$ cat src/rtl/avn_mem_arbiter_pkg.sv
// Shared Avalon-MM request/response types and memory-arbiter constants.
package avn_mem_arbiter_pkg;

   typedef struct packed {
      logic        read;
      logic        write;
      logic [31:0] address;
      logic [3:0]  byte_enable;
      logic [31:0] writedata;
   } avalon_req_t;

   typedef struct packed {
      logic        waitrequest;
      logic [31:0] readdata;
   } avalon_resp_t;

   localparam int ARB_FIXED = 0;
   localparam int ARB_RR    = 1;

   typedef enum logic {
      IDLE   = 1'b0,
      LOCKED = 1'b1
   } arb_state_t;

endpackage

$ cat src/rtl/avn_mem_arbiter_rr.sv
// Combinational priority picker: fixed (lowest index) or round-robin after rr_ptr.
module rr_arbiter #(
   parameter int NUM_REQ = 2
) (
   input  logic [NUM_REQ-1:0]         req,
   input  logic [$clog2(NUM_REQ)-1:0] rr_ptr,
   input  logic                       scheme,
   output logic [NUM_REQ-1:0]         grant_oh,
   output logic [$clog2(NUM_REQ)-1:0] grant_idx,
   output logic                       grant_valid
);

   localparam int IW = $clog2(NUM_REQ);

   always_comb begin
      logic [IW-1:0] pos;
      grant_oh    = '0;
      grant_idx   = '0;
      grant_valid = 1'b0;
      pos         = '0;
      for (int unsigned k = 0; k < NUM_REQ; k++) begin
         // Round-robin scans rr_ptr+1, rr_ptr+2, ... so the last winner goes last.
         if (scheme) pos = IW'((32'(rr_ptr) + k + 32'd1) % NUM_REQ);
         else        pos = IW'(k);
         if (!grant_valid && req[pos]) begin
            grant_valid   = 1'b1;
            grant_oh[pos] = 1'b1;
            grant_idx     = pos;
         end
      end
   end

endmodule

$ cat src/rtl/avn_mem_arbiter.sv
// Shares one Avalon-MM memory port between NUM_REQ masters; locks the grant across
// waitrequest stalls and tracks which master owns the 1-cycle-latency read data.
module avn_mem_arbiter
   import avn_mem_arbiter_pkg::*;
#(
   parameter int NUM_REQ    = 2,
   parameter int ARB_SCHEME = ARB_RR
) (
   input  logic                         clk,
   input  logic                         rst,
   input  avalon_req_t  [NUM_REQ-1:0]   req_avn_req,
   output avalon_resp_t [NUM_REQ-1:0]   req_avn_resp,
   output avalon_req_t                  mem_avn_req,
   input  avalon_resp_t                 mem_avn_resp,
   output logic [$clog2(NUM_REQ)-1:0]   rd_owner,
   output logic                         rd_valid
);

   localparam int IW = $clog2(NUM_REQ);

   arb_state_t          state_q, state_d;
   logic [IW-1:0]       lock_owner_q, lock_owner_d;
   logic [IW-1:0]       rr_ptr_q, rr_ptr_d;
   logic                rd_valid_q, rd_valid_d;
   logic [IW-1:0]       rd_owner_q, rd_owner_d;

   logic [NUM_REQ-1:0]  req_vec;
   logic [NUM_REQ-1:0]  arb_oh;
   logic [IW-1:0]       arb_idx;
   logic                arb_valid;

   logic [NUM_REQ-1:0]  gnt_oh;
   logic [IW-1:0]       gnt_idx;
   logic                gnt_valid;
   logic                accept;
   logic                read_accept;

   always_comb begin
      req_vec = '0;
      for (int unsigned i = 0; i < NUM_REQ; i++) begin
         req_vec[i] = req_avn_req[i].read | req_avn_req[i].write;
      end
   end

   rr_arbiter #(
      .NUM_REQ (NUM_REQ)
   ) u_rr_arbiter (
      .req         (req_vec),
      .rr_ptr      (rr_ptr_q),
      .scheme      (ARB_SCHEME == ARB_RR),
      .grant_oh    (arb_oh),
      .grant_idx   (arb_idx),
      .grant_valid (arb_valid)
   );

   // Grant is a function of state and requests only, never of mem waitrequest.
   always_comb begin
      gnt_oh    = '0;
      gnt_idx   = arb_idx;
      gnt_valid = arb_valid;
      if (state_q == LOCKED) begin
         gnt_idx               = lock_owner_q;
         gnt_valid             = req_vec[lock_owner_q];
         gnt_oh[lock_owner_q]  = req_vec[lock_owner_q];
      end else begin
         gnt_oh = arb_oh;
      end
   end

   always_comb begin
      mem_avn_req = req_avn_req[gnt_idx];
      if (!gnt_valid || rst) begin
         mem_avn_req.read  = 1'b0;
         mem_avn_req.write = 1'b0;
      end
      for (int unsigned i = 0; i < NUM_REQ; i++) begin
         req_avn_resp[i].readdata    = mem_avn_resp.readdata;
         req_avn_resp[i].waitrequest = 1'b0;
         if (req_vec[i]) begin
            if (rst || !gnt_oh[i]) req_avn_resp[i].waitrequest = 1'b1;
            else                   req_avn_resp[i].waitrequest = mem_avn_resp.waitrequest;
         end
      end
   end

   assign accept      = gnt_valid & ~mem_avn_resp.waitrequest & ~rst;
   assign read_accept = accept & req_avn_req[gnt_idx].read;

   always_comb begin
      state_d      = state_q;
      lock_owner_d = lock_owner_q;
      rr_ptr_d     = accept ? gnt_idx : rr_ptr_q;
      rd_valid_d   = read_accept;
      rd_owner_d   = read_accept ? gnt_idx : rd_owner_q;
      case (state_q)
         IDLE: begin
            if (gnt_valid && mem_avn_resp.waitrequest) begin
               state_d      = LOCKED;
               lock_owner_d = gnt_idx;
            end
         end
         LOCKED: begin
            // Owner dropping its request mid-stall releases the lock without a transfer.
            if (!gnt_valid || accept) state_d = IDLE;
         end
         default: state_d = IDLE;
      endcase
   end

   always_ff @(posedge clk or posedge rst) begin
      if (rst) begin
         state_q      <= IDLE;
         lock_owner_q <= '0;
         rr_ptr_q     <= IW'(NUM_REQ - 1);
         rd_valid_q   <= 1'b0;
         rd_owner_q   <= '0;
      end else begin
         state_q      <= state_d;
         lock_owner_q <= lock_owner_d;
         rr_ptr_q     <= rr_ptr_d;
         rd_valid_q   <= rd_valid_d;
         rd_owner_q   <= rd_owner_d;
      end
   end

   assign rd_valid = rd_valid_q;
   assign rd_owner = rd_owner_q;

endmodule

$ cat config.mk
export PLATFORM = sky130hd
export DESIGN_NAME = avn_mem_arbiter
export DESIGN_NICKNAME = d
export VERILOG_FILES = /design/src/rtl/avn_mem_arbiter_pkg.sv /design/src/rtl/avn_mem_arbiter_rr.sv /design/src/rtl/avn_mem_arbiter.sv
export SDC_FILE = /design/constraint.sdc
export NUM_CORES = 1
export LEC_CHECK = 0
export CORE_AREA = 3 3 120 122
export CTS_BUF_LIST = sky130_fd_sc_hd__clkbuf_8
export CTS_CLUSTER_DIAMETER = 200
export DETAILED_ROUTE_END_ITERATION = 8
export DIE_AREA = 0 0 123 125
export HOLD_SLACK_MARGIN = 0.03
export PLACE_DENSITY = 0.65
export SYNTH_ARGS = -nofsm -noshare
export SYNTH_HDL_FRONTEND = slang
export SYNTH_HIERARCHICAL = 1
export SYNTH_SLANG_ARGS = --single-unit
$ cat constraint.sdc
create_clock -name clk -period 4 [get_ports clk]
set_clock_uncertainty 0.15 [all_clocks]
set_input_delay 0.6 -clock clk [delete_from_list [all_inputs] [get_ports clk]]
set_output_delay 0.6 -clock clk [all_outputs]
set_load 0.05 [all_outputs]
**After elaboration in Yosys (flattened, before gate mapping)**

Index checks and enable logic that the tools add are counted.

- Flip-flop bits (word level): 5
- Input bits: 175
- Word-level logic and storage cells: 69

- Add/subtract/negate cells: 2
- Order comparisons: 7
- Multiplexer cells: 31
- Bitwise gates (word level): 10
- Reductions and logical operators: 14

Operators with widths:

| kind | number |
|---|---|
| $mux 70 | 2 |
| $mux 1 | 21 |
| $lt 1x2->1 const B | 4 |
| $mux 2 | 4 |
| $logic_and 1x1->1 | 5 |
| $logic_not 1->1 | 4 |
| $logic_or 1x1->1 | 4 |
| $and 1x1->1 | 3 |
| $demux 1 s1 | 3 |
| $ge 1x1->1 const B | 3 |
| $not 1->1 | 3 |
| $add 1x1->1 const B | 2 |
| $and 2x2->2 | 1 |
| $or 1x1->1 | 2 |
| $or 2x2->2 | 1 |
| $pmux 1 s2 | 1 |
| $reduce_and 2->1 | 1 |

**Longest topological paths before layout**

- Depth in word-level cells: 13
- Gate-level depth with buffers: 10
- Mapped depth without buffers: 8

**Modules after synthesis**

The synthesis kept the hierarchy.

Modules (own cells, without submodules):

| module | times used | cells each | area each (µm²) | sequential area each (µm²) |
|---|---|---|---|---|
| avn_mem_arbiter | 1 | 182 | 1666.6 | 126.4 |
| rr_arbiter | 1 | 6 | 43.8 | 0.0 |

**Least setup slack after synthesis**

Ideal clock, no wire load.

- Path type: input-to-output
- Start point: input port req_avn_req[68] (netlist name)
- End point: output port mem_avn_req[69] (netlist name)
- Data arrival time: 2.320 ns
- Data required time: 3.250 ns
- Path slack: 0.930 ns
- Cell stages on the path: 10
- Cell sequence: nor2_1 > inv_1 > inv_1 > o21a_1 > inv_1 > o21a_1 > buf_6 > buf_6 > mux2i_1 > nor2_1

RTL lines:

| item | RTL line | text |
|---|---|---|
| from (decl) | avn_mem_arbiter.sv:11 | `input avalon_req_t [NUM_REQ-1:0] req_avn_req,` |
| to (decl) | avn_mem_arbiter.sv:13 | `output avalon_req_t mem_avn_req,` |

==> flow_summary.toml <==
[status]
status = "complete, no violations"

[logic_synthesis]
yosys.area.top_type = "mux2_2"
ys_ff_latch = 5
syn_area_per_cell_um2 = 9.10
synth_nets = 363
synth_ff_type = "dfrtp_1"
post_synth_inst_count = 188
ys_top_cells_by_area = "mux2_2 45%, buf_4 28%, dfrtp_1 5.9%, buf_6 4.0%, clkbuf_8 1.6%"
synth_edf_count = 0
synth_cell_types = 25
yosysWarnings = 6
netlist.area_leader.share_pct = 44.8
synth.cell_area_mm2 = 0.00171
seq_area_frac_synth_pct = 7.39
synthArstFlopShare_pct = 100

[setup_path]
slowest_delay_ns = 0.78
r2r_slack_ns = 1.71
startpoint_type = "input pin"
crit_path_end = "mem_avn_req[37]"
path_class = "input pin to output pin"
crit_chain = "clkdlybuf4s50_1, nor2_1, inv_1, inv_1, o21a_1, inv_1, o21a_4, mux2_2, buf_4"
cp_common_cell = "inv_1"
reg2reg_from = "rr_ptr_q"
crit_start = "req_avn_req[69]"
crit_path_end_kind = "output pin"
cp.required_ns = 3.25
crit_slowest_cell = "o21a_4"
critical_path.top_delay_family = "compound AO/OA/AOI/OAI gates"
cp.depth = 9
arrival_ns = 3.04
reg2reg_to = "rd_valid"
crit_buf_inv = 5
r2r_cells = 6
crit_fanout = 73

[die]
core_mm2 = 0.0133
rows = 42
ios = 313
fp.dieArea_mm2 = 0.0154
die_w_um = 123
die_h_um = 125
initial_utilization_pct = 12.9

[place]
place.gp.congestion = 0.781
io_buffer_count = 216
dp_hpwl_mm = 6.89

[global_routing]
grtUsageTotal_pct = 8.93
antenna_found_initial = 0
overflow = 0
grt_max_degree = 74
grt_pass1_wl_mm = 10.8
grt_pass1_vias = 1964

[finish]
area_growth_pct = 100
final_common_cell = "clkdlybuf4s50_1"
fin_util_pct = 25.7
fin_nets = 512
final_layout_size_suffix_gt1_share_pct = 43.2
final_cell_mix = "146 x clkdlybuf4s50_1, 68 x mux2_2, 68 x buf_4"
antenna_cells = 0

[timing]
tightest_slew_ns = 1.00
hold_viol_final = 0
period_minus_slack_ns = 3.79
clock.fmax_mhz = 264
tns_ns = 0
period_share_pct = 94.8
final-setup-viol-count = 0
drv_slew = 0
rsz0062_at_grt = "no"
slew_headroom_pct = 33.2

[clock_tree]
cts.sinks = 5
htree_levels = 1
clk_path_buf_depth = 2
numCtsBuffers = 3
cts.clk_slew.worst_paths_ns = 0.04
cts_root_buf = "clkbuf_8"
post_cts_buffers = 0
clock_latency_ns = 0.22
tritoncts = "yes"

[drt]
drc = 0
wirelength_mm = 7.83
viasPerCell = 3.73
first_pass_iters = 4
drtAntennaViolNets = 0
num_vias = 1912
wire_per_inst_um = 15.3
dr.first_iter.drc_count = 49

[power_and_ir_drop]
leakage_nw = 1.40
ir_drop_uv = 282
p_per_area_mw_per_mm2 = 622

[hold_path]
hold_class = "register to register"

[flow_run]
maxCapViolations = 0
## power by group
group / internal (mW) / total [mW] / switching (mW)
Sequential: 0.0754 / 0.0962 / 0.0207
Clock: 0.0658 / 0.0912 / 0.0254
Combinational: 0.742 / 1.94 / 1.20
Total: 0.883 / 2.13 / 1.25
## area by class of cell
type	count	area [µm²]
fillers	1438	9870
repair buffers	216	2010
multi-input cells	104	992
well taps	176	220
flip-flops and latches	5	126
clock buffers	3	41.3
inverters	7	26.3
clock inverters	1	3.75
## how the worst min path moves through the flow
stage	start	endpoint	slack [ns]	depth (start not counted)
2_1_floorplan	rst	lock_owner_q	0.24	1
3_3_place_gp	rd_owner	rd_owner	0.33	1
3_5_place_dp	rd_owner	rd_owner	0.34	1
4_1_cts	rd_owner	rd_owner	0.35	1
5_1_grt	rd_owner	rd_owner	0.37	1
6_report	rd_owner	rd_owner	0.34	1
## Yosys cell counts, drive strengths merged, types with 2 or more instances
master / count
nor2: 6
clkbuf: 2
nand2b: 2
mux2: 68
o21ai: 3
buf: 70
nand2: 5
mux2i: 2
inv: 7
a21oi: 4
dfrtp: 4
o21a: 3
## routing by layer
| layer | vias to the layer above | track usage (%) | share of wire, % |
|---|---|---|---|
| met2 | 187 | 18.2 | 54 |
| met3 | 7 | 3.84 | 15 |
| met5 | - | 0 | 0 |
| met1 | 837 | 8.19 | 30 |
| met4 | 0 | 1.11 | 0.46 |
| li1 | 881 | - | - |
## metrics by stage
stage / cell area (µm²) / instances / hold WS (ns) / power, mW / worst slack [ns]
after floorplan: 1710 / 188 / 0.236 / 1.70 / 0.930
after CTS: 3420 / 512 / 0.347 / 2.15 / 0.176
after global routing: 3420 / 512 / 0.369 / 2.22 / 0.0249
after global placement: 3370 / 508 / 0.326 / 2.04 / 0.227
after detailed placement: 3370 / 508 / 0.336 / 2.05 / 0.179
final: 3420 / 512 / 0.340 / 2.13 / 0.207
## state kept, by name, summed over array words and instances, names as in the netlist
name / flops
lock_owner_q: 1
rd_owner: 1
rd_valid: 1
rr_ptr_q: 1
state_q: 1
## kinds of logic after synthesis
| kind of cell | synth area share (%) |
|---|---|
| other cells | 0.219 |
| simple gates | 5.63 |
| mux | 45.9 |
| flops | 7.39 |
| buf+inv | 35.2 |
| compound gates | 5.63 |
## what timing repair did
item / CTS / global route
gates resized for setup: 0 / 1
hold buffers: 0 / 0
setup endpoints to repair: 0 / 4
Note: power is estimated with default switching activity, not from simulation.
